$ cat config.mk
export PLATFORM = sky130hd
export DESIGN_NAME = fp_force_accum_ctrl
export DESIGN_NICKNAME = d
export VERILOG_FILES = /design/src/rtl/fp_force_accum_ctrl.sv
export SDC_FILE = /design/constraint.sdc
export NUM_CORES = 1
export LEC_CHECK = 0
export CELL_PAD_IN_SITES_DETAIL_PLACEMENT = 0
export CELL_PAD_IN_SITES_GLOBAL_PLACEMENT = 2
export CORE_AREA = 8 8 186 277
export DETAILED_ROUTE_END_ITERATION = 7
export DIE_AREA = 0 0 194 285
export PLACE_DENSITY = 0.85
export SLEW_MARGIN = 20
export SYNTH_ARGS = -nofsm -noshare
export SYNTH_HDL_FRONTEND = slang
export SYNTH_SLANG_ARGS = --single-unit
$ cat constraint.sdc
create_clock -name clk -period 3.3 [get_ports clk]
set_input_delay 0.33 -clock clk [delete_from_list [all_inputs] [get_ports clk]]
set_output_delay 0.33 -clock clk [all_outputs]
set_load 0.02 [all_outputs]
$ cat src/rtl/fp_force_accum_ctrl.sv
// Per-particle fp32 force accumulation controller: issues (sum, value) pairs to an
// external pipelined adder with RAW-hazard stalls, writes results back, drains all sums.
module fp_force_accum_ctrl #(
    parameter int unsigned ID_W    = 3,
    parameter int unsigned ADD_LAT = 3
) (
    input  logic            clk,
    input  logic            rst,
    input  logic            in_valid,
    output logic            in_ready,
    input  logic [ID_W-1:0] in_id,
    input  logic [31:0]     in_value,
    input  logic            drain_req,
    output logic            add_valid,
    output logic [31:0]     add_a,
    output logic [31:0]     add_b,
    input  logic [31:0]     add_result,
    output logic            out_valid,
    output logic [ID_W-1:0] out_id,
    output logic [31:0]     out_value,
    output logic            busy
);

    localparam int unsigned     DEPTH    = 1 << ID_W;
    localparam logic [ID_W-1:0] LAST_IDX = ID_W'(DEPTH - 1);

    typedef enum logic [1:0] {
        ACCUM,
        FLUSH,
        DRAIN
    } state_t;

    state_t             state;
    state_t             state_nxt;
    logic [31:0]        bank   [DEPTH];
    logic [ADD_LAT-1:0] trk_v;
    logic [ID_W-1:0]    trk_id [ADD_LAT];
    logic               drain_pend;
    logic               run;
    logic [ID_W-1:0]    idx;
    logic               hazard;
    logic               accept;
    logic               emit;
    logic               trk_empty;

    always_comb begin
        state_nxt = state;
        emit      = 1'b0;
        hazard    = 1'b0;
        for (int unsigned i = 0; i < ADD_LAT; i++) begin
            if (trk_v[i] && (trk_id[i] == in_id)) begin
                hazard = 1'b1;
            end
        end
        trk_empty = ~|trk_v;
        in_ready  = run && (state == ACCUM) && !drain_pend && !hazard;
        accept    = in_valid && in_ready;
        busy      = (state != ACCUM) || drain_pend;

        // Index 0 is emitted on the FLUSH->DRAIN edge, so DRAIN covers 1..DEPTH-1.
        case (state)
            ACCUM: begin
                if (drain_req || drain_pend) begin
                    state_nxt = FLUSH;
                end
            end
            FLUSH: begin
                if (trk_empty) begin
                    emit      = 1'b1;
                    state_nxt = DRAIN;
                end
            end
            DRAIN: begin
                emit = 1'b1;
                if (idx == LAST_IDX) begin
                    state_nxt = ACCUM;
                end
            end
            default: state_nxt = ACCUM;
        endcase
    end

    always_ff @(posedge clk) begin
        if (!rst) begin
            state      <= ACCUM;
            run        <= 1'b0;
            drain_pend <= 1'b0;
            idx        <= '0;
            trk_v      <= '0;
            for (int unsigned i = 0; i < ADD_LAT; i++) begin
                trk_id[i] <= '0;
            end
            for (int unsigned i = 0; i < DEPTH; i++) begin
                bank[i] <= '0;
            end
            add_valid  <= 1'b0;
            add_a      <= '0;
            add_b      <= '0;
            out_valid  <= 1'b0;
            out_id     <= '0;
            out_value  <= '0;
        end else begin
            state <= state_nxt;
            run   <= 1'b1;

            // The add_a/add_b register is the adder's first stage; the tracker's last
            // stage lines up with add_result.
            trk_v[0]  <= accept;
            trk_id[0] <= in_id;
            for (int unsigned i = 1; i < ADD_LAT; i++) begin
                trk_v[i]  <= trk_v[i-1];
                trk_id[i] <= trk_id[i-1];
            end
            if (trk_v[ADD_LAT-1]) begin
                bank[trk_id[ADD_LAT-1]] <= add_result;
            end

            add_valid <= accept;
            if (accept) begin
                add_a <= bank[in_id];
                add_b <= in_value;
            end

            out_valid <= emit;
            if (emit) begin
                out_id    <= idx;
                out_value <= bank[idx];
                bank[idx] <= '0;
                idx       <= idx + 1'b1;
            end

            if ((state == ACCUM) && drain_req && accept) begin
                drain_pend <= 1'b1;
            end else if ((state == DRAIN) && (idx == LAST_IDX)) begin
                drain_pend <= 1'b0;
            end
        end
    end

endmodule
==> results of run 1 <==
sequential cells by signal, indices dropped and copies added (netlist names):
name and cells:
out_valid 1, run 1, trk_v 3, out_id 3, out_value 32, drain_pend 1
trk_id 9, add_b 32, idx 3, state 2, bank 256, add_a 32
metal layers:
| layer | part of all wire (%) | routed length (um) | global-route usage, % |
|---|---|---|---|
| met5 | 0 | 0 | 0 |
| met4 | 3.6 | 2290 | 8.94 |
| met3 | 6.3 | 4030 | 3.66 |
| met2 | 50 | 31800 | 39.0 |
| met1 | 40 | 25600 | 27.2 |
metrics by stage:
step / util (%) / power, mW / cells / setup slack [ns]
finish: 45.4 / 12.8 / 2665 / 0.558
global route: 45.4 / 13.3 / 2665 / 0.400
global placement: 42.3 / 7.82 / 2591 / 1.02
CTS: 45.4 / 12.9 / 2665 / 0.524
floorplan: - / 6.74 / 1985 / 1.40
detailed placement: 42.3 / 7.85 / 2591 / 0.985
worst min path at each step:
| stage | slack, ns | start | endpoint |
|---|---|---|---|
| after floorplan | 0.36 | rst | run |
| after global placement | 0.44 | add_b[6] | add_b[6] |
| after detailed placement | 0.45 | add_b[30] | add_b[30] |
| after CTS | 0.05 | rst | add_a[29] |
| after global routing | 0.08 | rst | add_a[29] |
| final | 0.07 | rst | add_a[29] |
power groups by stage:
stage          Sequential [mW]  Clock [mW]  Combinational (mW)
3_5_place_dp              5.13           0                2.72
3_3_place_gp              5.12           0                2.69
4_1_cts                   5.03        5.13                2.72
5_1_grt                   5.07        5.32                2.88
2_1_floorplan             5.37           0                1.37
6_report                  5.03        5.04                2.69
placed cells by master, fill, tap and decap left out, drive strengths merged, types with 2 or more instances in the layout:
cell type / count
clkdlybuf4s50: 169
nor2: 7
o21ai: 35
nor4: 4
bufinv: 7
clkinv: 11
nor4b: 2
clkbuf: 53
a2bb2oi: 32
or3: 2
mux4: 96
a21boi: 6
xor2: 3
inv: 7
dfxtp: 375
xnor2: 7
nand3: 291
nand2: 398
a21oi: 290
or2: 3
buf: 59
and2: 15
nand4: 2
nor3: 6
nand2b: 6
ha: 6
mux2i: 160
cells in the mapped netlist (all sizes together), types with 6 or more instances:
cell / instances / area (um2)
a21boi: 6 / 45.0
a21oi: 290 / 1450
a2bb2oi: 32 / 280
and2: 15 / 93.8
buf: 71 / 398
clkbuf: 151 / 607
dfxtp: 375 / 7510
ha: 6 / 75.1
mux2i: 160 / 1600
mux4: 96 / 2160
nand2: 398 / 1490
nand2b: 6 / 37.5
nand3: 291 / 1460
nor2: 7 / 26.3
nor3: 6 / 45.0
o21ai: 35 / 179
xnor2: 7 / 61.3
kinds of logic after synthesis:
group	share of synthesized area (%)
and+or+nand+nor	18.8
DFF	42.1
AOI/OAI and AO/OA	11.3
muxes	21.1
buffers and inverters	5.73
xor gates and xnor gates	0.492
adders and majority gates	0.421
worst min-delay path, stage by stage:
cell and delay [ns]:
sky130_fd_sc_hd__buf_8 0.12, sky130_fd_sc_hd__nand2_1 0.07, sky130_fd_sc_hd__mux2i_1 0.06
cell type report:
type                    instances  area (um2)
clock buffers                  53        1160
clock inverters                21         299
fillers                      4557       25900
inverters                       4        15.0
multi-input cells            1384        9400
flip-flops and latches        375        7520
well taps                     600         751
repair buffers                228        2330
==> metrics.txt, run 1 <==
Seq/Total Area, Yosys=42.1%; chip width=194 um; initial standard-cell utilization of the core=37.6%; critical path launch point type=flip-flop; area grow syn2layout=20.5%; net switching power figure=3.75 mW; Req. time, crit path=2.97 ns; root buffer cell=sky130_fd_sc_hd__clkbuf_16; setup_tns=0 ns; end of the critical path=in_ready; Cell Int Power=9.01 mW; number of I/O pins=174; remaining global-route overflow=0; power density cells=594 nW/um2; P_leak=7.28 nW; maximum vdd drop=0.341 mV; setup slack on the worst flop-to-flop path=0.95 ns; sequential cell fraction of total power=39.4%; starting DRC count in detailed routing=1226; TritonCTS clock tree=built; area after detailed placement=20000 um2; minimum clock period after layout=2.74 ns; latest clock arrival within the worst-skew pair=0.56 ns; endpoint of the worst register-to-register path=out_value[14]; net count of the mapped netlist=2062; final setup violation count=0; Most used DFF post-synth=sky130_fd_sc_hd__dfxtp_1; count of final hold-check violations=0; number of cells traversed by the worst register-to-register path=7; Post-Synthesis Cells=1985; total number of nets in the final design=2110; total number of clock tree sinks=375; actual slew at the worst max-slew pin=1.12 ns; wire length reported by the detailed router=63600 um; Arr. time, crit path=2.41 ns; proportion of layout cells with a drive suffix above 1=12.7%; number of different library cells in the post-synthesis netlist=46; overall via count from detail_route=15329; Critical Path Stages=4; Combinational Power Share=21.1%; Reg2Reg Launch Point=state[1]; post-cts repair resize count=0; fraction of power consumed by the clock network=39.5%; routed wirelength normalized by instance count=23.9 um; largest stage delay on the critical path=0.66 ns; height of the die=285 um; Crit. Startpoint=trk_id[0][7]; cell with the largest stage delay on the worst path=sky130_fd_sc_hd__clkdlybuf4s50_1; Longest Clk Path Bufs=3; # rows=98; final-report max-slew violation count=0; warnings from Yosys=0; worst min-delay path category=in -> reg; Min Hold Slack=0.0742 ns; number of routed nets with antenna violations=0; number of antenna violations at the first check in global routing=0; standard cell core area=47300 um2; number of buffers created by CTS=40; Post-Route Skew=0.0178 ns; die area=55300 um2; htree depth=2; post-synthesis register bit count=375; Post-Syn Area per Cell=8.97 um2; CTS clk-pin slew, worst paths=0.07 ns; share of flip-flops with an asynchronous set or reset after synthesis=0%; RSZ-0062 raised after global routing=false; routed vias/inst=5.75; total setup buffers inserted after CTS=0; weighted congestion reported at the end of routability-driven placement=0.800; total iterations of the first detailed-routing run=7; maximum operating frequency=365 MHz; relative max-transition margin=25.6%; Post-synth EDFFs=0; DPL Wire Length=39100 um; I/O Buffers=173; cell type group with the largest total delay on the critical path=buffers and inverters; Max Cap Viol=0; switching share of total power=29.4%; wire length of the first global-routing pass=96900 um; DRC violation count after routing=0; GRT Util Overall=22.4%; maximum number of pins on one net before global-route repair=229; cell area after layout=21500 um2; depth of the worst hold-timing path=3; number of buffer and inverter stages on the critical path=1; fraction of the cycle the final worst path needs=83.1%; critical path class=reg -> out; outcome=completed; number of buffers inserted for hold repair after clock tree synthesis=0; number of diodes=0; via count of the first global-routing pass=15142; kind of capture point of the worst setup path=primary output; cell area after synthesis=17800 um2; cells along the critical path=xor2_1, nor4_1, nor4b_1, clkdlybuf4s50_1; Critical Path Fanout Max=9
(Power assumes the default switching activity.)
==> run 2: changes to the inputs <==
--- a/config.mk
+++ b/config.mk
@@ -7,10 +7,10 @@
 export LEC_CHECK = 0
 export CELL_PAD_IN_SITES_DETAIL_PLACEMENT = 0
 export CELL_PAD_IN_SITES_GLOBAL_PLACEMENT = 2
-export CORE_AREA = 8 8 186 277
+export CORE_AREA = 8 8 202 300
 export DETAILED_ROUTE_END_ITERATION = 7
-export DIE_AREA = 0 0 194 285
-export PLACE_DENSITY = 0.85
+export DIE_AREA = 0 0 210 308
+export PLACE_DENSITY = 0.76
 export SLEW_MARGIN = 20
 export SYNTH_ARGS = -nofsm -noshare
 export SYNTH_HDL_FRONTEND = slang
==> constraint.sdc (replaced) <==
create_clock -name clk -period 2.4 [get_ports clk]
set_input_delay 0.24 -clock clk [delete_from_list [all_inputs] [get_ports clk]]
set_output_delay 0.24 -clock clk [all_outputs]
set_load 0.02 [all_outputs]
==> run 2 against run 1 <==
  * Hold slack gained 0.18 ns
  * Register-to-register slack lost 0.67 ns
  * Clock power grew 24%
  * Combinational power grew 41%
  * Clock skew shrank 0.0011 ns
  * Flip-flop and latch count is the same
  * Critical path type unchanged
  * Largest cell class unchanged
==> metrics.txt, run 2 (synthesis gave the netlist of run 1 again) <==
outcome=completed; total instance count after detailed placement=2776; power density cells=780 nW/um2; FILL cells=5595; Post-Route Skew=0.0166 ns; height of the die=308 um; chip width=210 um; htree depth=2; routed vias/inst=5.35; latest clock arrival within the worst-skew pair=0.55 ns; number of I/O pins=174; Reg with most FFs=bank; final-report max-slew violation count=0; cell type group with the largest total delay on the critical path=buffers and inverters; Largest register FFs=256; DRC violation count after routing=0; fraction of the cycle the final worst path needs=91.4%; largest stage delay on the critical path=0.34 ns; total iterations of the first detailed-routing run=5; post-cts repair resize count=2; total setup buffers inserted after CTS=0; # rows=107; Critical Path Fanout Max=4; root buffer cell=sky130_fd_sc_hd__clkbuf_16; number of buffer and inverter stages on the critical path=2; final setup violation count=0; wire length reported by the detailed router=66400 um; most common cell after layout, fill and taps aside=sky130_fd_sc_hd__nand2_1; weighted congestion reported at the end of routability-driven placement=0.774; Max Cap Viol=0; die area=64700 um2; TritonCTS clock tree=built; cell with the largest stage delay on the worst path=sky130_fd_sc_hd__dlygate4sd1_1; actual slew at the worst max-slew pin=1.01 ns; maximum number of pins on one net before global-route repair=207; total number of nets in the final design=2132; P_leak=7.38 nW; standard cell core area=56400 um2; critical path class=reg -> out; minimum clock period after layout=2.19 ns; Req. time, crit path=2.16 ns; routed wirelength normalized by instance count=23.3 um; kind of capture point of the worst setup path=primary output; DPL Wire Length=40600 um; I/O Buffers=173; Arr. time, crit path=1.95 ns; maximum operating frequency=456 MHz; critical path launch point type=flip-flop; number of buffers inserted for hold repair after clock tree synthesis=0; number of antenna violations at the first check in global routing=2; number of buffers created by CTS=40; RSZ-0062 raised after global routing=false; overall via count from detail_route=15218; starting DRC count in detailed routing=1133; remaining global-route overflow=0; most frequent cells in the layout=398 x sky130_fd_sc_hd__nand2_1, 371 x sky130_fd_sc_hd__dfxtp_1, 290 x sky130_fd_sc_hd__nand3_1, 290 x sky130_fd_sc_hd__a21oi_1, 167 x sky130_fd_sc_hd__clkdlybuf4s50_1; area grow syn2layout=22.7%; via count of the first global-routing pass=15230; maximum vdd drop=0.485 mV; initial standard-cell utilization of the core=31.6%; wire length of the first global-routing pass=99800 um; number of non-filler instances in the completed layout=2846; GRT Util Overall=20.1%; core utilization of the finished layout=38.8%; worst min-delay path category=in -> reg; relative max-transition margin=32.5%; Longest Clk Path Bufs=3; proportion of layout cells with a drive suffix above 1=13.2%; count of final hold-check violations=0; setup_tns=0 ns; CTS clk-pin slew, worst paths=0.06 ns; total number of clock tree sinks=375; setup slack on the worst flop-to-flop path=0.28 ns; cells along the critical path=inv_1, ha_1, nand2b_1, nor4b_2, dlygate4sd1_1; number of routed nets with antenna violations=0
## run 2: metal layers
| layer | part of all wire [%] | routed length (um) | GRT usage (%) | vias to the layer above |
|---|---|---|---|---|
| li1 | - | - | - | 7134 |
| met1 | 40 | 26400 | 23.9 | 7416 |
| met2 | 51 | 33600 | 36.0 | 536 |
| met3 | 6.1 | 4020 | 3.36 | 130 |
| met4 | 3.5 | 2340 | 7.29 | 2 |
| met5 | 0.020 | 13 | 0 | - |
## run 2: metrics by stage
stage	setup slack (ns)	cell area [um2]	power [mW]	hold slack, ns
after global placement	0.0857	20600	11.0	0.443
after detailed placement	0.204	20600	11.0	0.445
after global routing	0.0393	21900	17.8	0.245
final	0.206	21900	17.0	0.257
after CTS	0.00746	21800	17.3	0.225
after floorplan	0.589	17800	9.26	0.268
## run 2: where the power goes
part           total [mW]  switching (mW)  internal [mW]
Combinational        3.79            2.12           1.67
Sequential           7.01           0.372           6.64
Clock                6.24            2.61           3.63
## run 2: final timing paths
kind / startpoint / endpoint / cells past startpoint
worst max-delay path: state[1] / in_ready / 5
worst min-delay path: in_value[5] / add_b[5] / 3
worst min register to register: add_b[27] / add_b[27] / 2
worst max register to register: state[1] / bank[1][11] / 8
## run 2: tightest hold or removal path: cells and delay by family
kind                   cells  cell delay (ns)
buffers and inverters      1             0.39
AND/OR/NAND/NOR            1             0.06
multiplexers               1             0.05
## run 2: layout make-up
class	count	area [um2]	area share, %
diodes	1	2.50	0.0114
clock inverters	6	55.1	0.252
well taps	763	955	4.37
inverters	4	15.0	0.0687
repair buffers	250	2670	12.2
multi-input cells	1384	9400	43.0
clock buffers	63	1240	5.67
flip-flops and latches	375	7520	34.4
==> run 3: changes to the inputs <==
==> config.mk (replaced) <==
export PLATFORM = sky130hd
export DESIGN_NAME = fp_force_accum_ctrl
export DESIGN_NICKNAME = d
export VERILOG_FILES = /design/src/rtl/fp_force_accum_ctrl.sv
export SDC_FILE = /design/constraint.sdc
export NUM_CORES = 1
export LEC_CHECK = 0
export CELL_PAD_IN_SITES_DETAIL_PLACEMENT = 1
export CELL_PAD_IN_SITES_GLOBAL_PLACEMENT = 1
export CORE_AREA = 8 8 182 270
export DETAILED_ROUTE_END_ITERATION = 7
export DIE_AREA = 0 0 190 278
export MAX_ROUTING_LAYER = met4
export PLACE_DENSITY = 0.77
export SLEW_MARGIN = 20
export SYNTH_ARGS = -nofsm -noshare
export SYNTH_HDL_FRONTEND = slang
export SYNTH_SLANG_ARGS = --single-unit
==> run 3 against run 2 <==
  * First-iteration DRC count shrank 6.1%
  * Wire length grew 1.4%
  * Critical path depth shrank 1
  * Global-route usage grew 5.4 points
  * Clock power grew 8.7%
  * Maximum frequency shrank 2.3%
  * Non-clock buffer count shrank 1
==> metrics.txt, run 3 (synthesis gave the netlist of run 1 again) <==
TritonCTS clock tree=built; most common cell after layout, fill and taps aside=sky130_fd_sc_hd__nand2_1; cells along the critical path=inv_1, ha_1, nand2b_1, clkdlybuf4s50_1; power density cells=810 nW/um2; Longest Clk Path Bufs=3; RSZ-0062 raised after global routing=false; worst min-delay path category=in -> reg; Arr. time, crit path=2.00 ns; final setup violation count=0; relative max-transition margin=21.5%; number of antenna violations at the first check in global routing=2; Req. time, crit path=2.16 ns; P_leak=7.38 nW; die area=52800 um2; count of final hold-check violations=0; via count of the first global-routing pass=17512; maximum operating frequency=445 MHz; Min Hold Slack=0.263 ns; total iterations of the first detailed-routing run=5; latest clock arrival within the worst-skew pair=0.55 ns; setup_tns=0 ns; critical path class=reg -> out; kind of capture point of the worst setup path=primary output; height of the die=278 um; maximum number of pins on one net before global-route repair=185; routed vias/inst=6.07; Post-Route Skew=0.0160 ns; GRT Util Overall=25.5%; standard cell core area=45300 um2; total setup buffers inserted after CTS=0; initial standard-cell utilization of the core=39.3%; core utilization of the finished layout=47.9%; number of buffer and inverter stages on the critical path=2; routed wirelength normalized by instance count=25.2 um; minimum clock period after layout=2.24 ns; cell type group with the largest total delay on the critical path=buffers and inverters; remaining global-route overflow=0; chip width=190 um; fraction of the cycle the final worst path needs=93.5%; total number of clock tree sinks=375; Max Cap Viol=0; critical path launch point type=flip-flop; maximum vdd drop=0.491 mV; Reg with most FFs=bank; Critical Path Fanout Max=4; I/O Buffers=173; setup slack on the worst flop-to-flop path=0.25 ns; cell with the largest stage delay on the worst path=sky130_fd_sc_hd__clkdlybuf4s50_1; # rows=96; CTS clk-pin slew, worst paths=0.06 ns; proportion of layout cells with a drive suffix above 1=13.5%; DRC violation count after routing=0; number of I/O pins=174; actual slew at the worst max-slew pin=1.18 ns; final-report max-slew violation count=0; starting DRC count in detailed routing=1064; outcome=completed; total number of nets in the final design=2130; root buffer cell=sky130_fd_sc_hd__clkbuf_16; area grow syn2layout=21.7%; overall via count from detail_route=16235; htree depth=2; number of buffers created by CTS=39; most frequent cells in the layout=398 x sky130_fd_sc_hd__nand2_1, 370 x sky130_fd_sc_hd__dfxtp_1, 290 x sky130_fd_sc_hd__nand3_1, 290 x sky130_fd_sc_hd__a21oi_1, 168 x sky130_fd_sc_hd__clkdlybuf4s50_1; wire length of the first global-routing pass=103000 um; number of routed nets with antenna violations=0; DPL Wire Length=41500 um; Largest register FFs=256; largest stage delay on the critical path=0.65 ns; wire length reported by the detailed router=67300 um; weighted congestion reported at the end of routability-driven placement=0.823
-- run 3: changes by cell type in the layout (fill, tap and decap cells not counted), moves of 2 or more --
| cell | previous run | this run |
|---|---|---|
| sky130_fd_sc_hd__clkbuf_1 | 9 | 4 |
| sky130_fd_sc_hd__diode_2 | 1 | 3 |
| sky130_fd_sc_hd__dfxtp_2 | 1 | 3 |
| sky130_fd_sc_hd__buf_4 | 48 | 54 |
| sky130_fd_sc_hd__clkinvlp_4 | 0 | 2 |
| sky130_fd_sc_hd__buf_12 | 29 | 21 |
| sky130_fd_sc_hd__bufinv_16 | 1 | 6 |
-- run 3: worst reg2reg max path: stages, from the launching register on --
cell,delay (ns)
sky130_fd_sc_hd__dfxtp_1,0.33
sky130_fd_sc_hd__inv_1,0.12
sky130_fd_sc_hd__ha_1,0.21
sky130_fd_sc_hd__nor4b_2,0.33
sky130_fd_sc_hd__o211ai_1,0.15
sky130_fd_sc_hd__buf_4,0.23
sky130_fd_sc_hd__nor3_4,0.19
sky130_fd_sc_hd__buf_4,0.38
sky130_fd_sc_hd__a21oi_1,0.11
-- run 3: worst paths after layout --
| path | start | endpoint | depth (start not counted) |
|---|---|---|---|
| worst max register to register | state[1] | bank[5][26] | 8 |
| worst min register to register | add_a[5] | add_a[5] | 2 |
| worst max-delay path | state[1] | busy | 4 |
| worst min-delay path | in_value[16] | add_b[16] | 3 |
-- run 3: through the flow --
| stage | worst slack (ns) | power [mW] | cells | cell area [um2] |
|---|---|---|---|---|
| after detailed placement | 0.167 | 10.9 | 2599 | 20200 |
| after global routing | 0.0828 | 18.2 | 2673 | 21700 |
| after CTS | 0.0185 | 17.7 | 2671 | 21700 |
| final | 0.155 | 17.6 | 2674 | 21700 |
| after floorplan | 0.589 | 9.26 | 1985 | 17800 |
| after global placement | 0.213 | 10.8 | 2599 | 20200 |
-- run 3: power breakdown --
group,switching [mW],internal (mW)
sequential,0.328,6.64
clock,2.64,4.14
combinational,2.14,1.67
-- run 3: routing by layer --
metal	GRT usage, %	part of all wire, %	wire, um	vias up
li1	-	-	-	7139
met1	26.9	36	24400	8139
met2	44.3	51	34400	704
met3	4.05	6.8	4570	253
met4	15.1	5.8	3920	0
met5	-	0	0	-
-- run 3: timing repair --
item	4_1_cts	5_1_grt
hold endpoints to repair	1	0
gates cloned	0	0
hold buffers	1	0
setup endpoints to repair	1	1
gates resized for setup	3	3
-- run 3: layout make-up --
| class | count | area [um2] |
|---|---|---|
| diodes | 3 | 7.51 |
| clock buffers | 57 | 1210 |
| clock inverters | 14 | 230 |
| fillers | 5167 | 23600 |
| inverters | 4 | 15.0 |
| multi-input cells | 1384 | 9400 |
| flip-flops and latches | 375 | 7520 |
| well taps | 588 | 736 |
| repair buffers | 249 | 2560 |
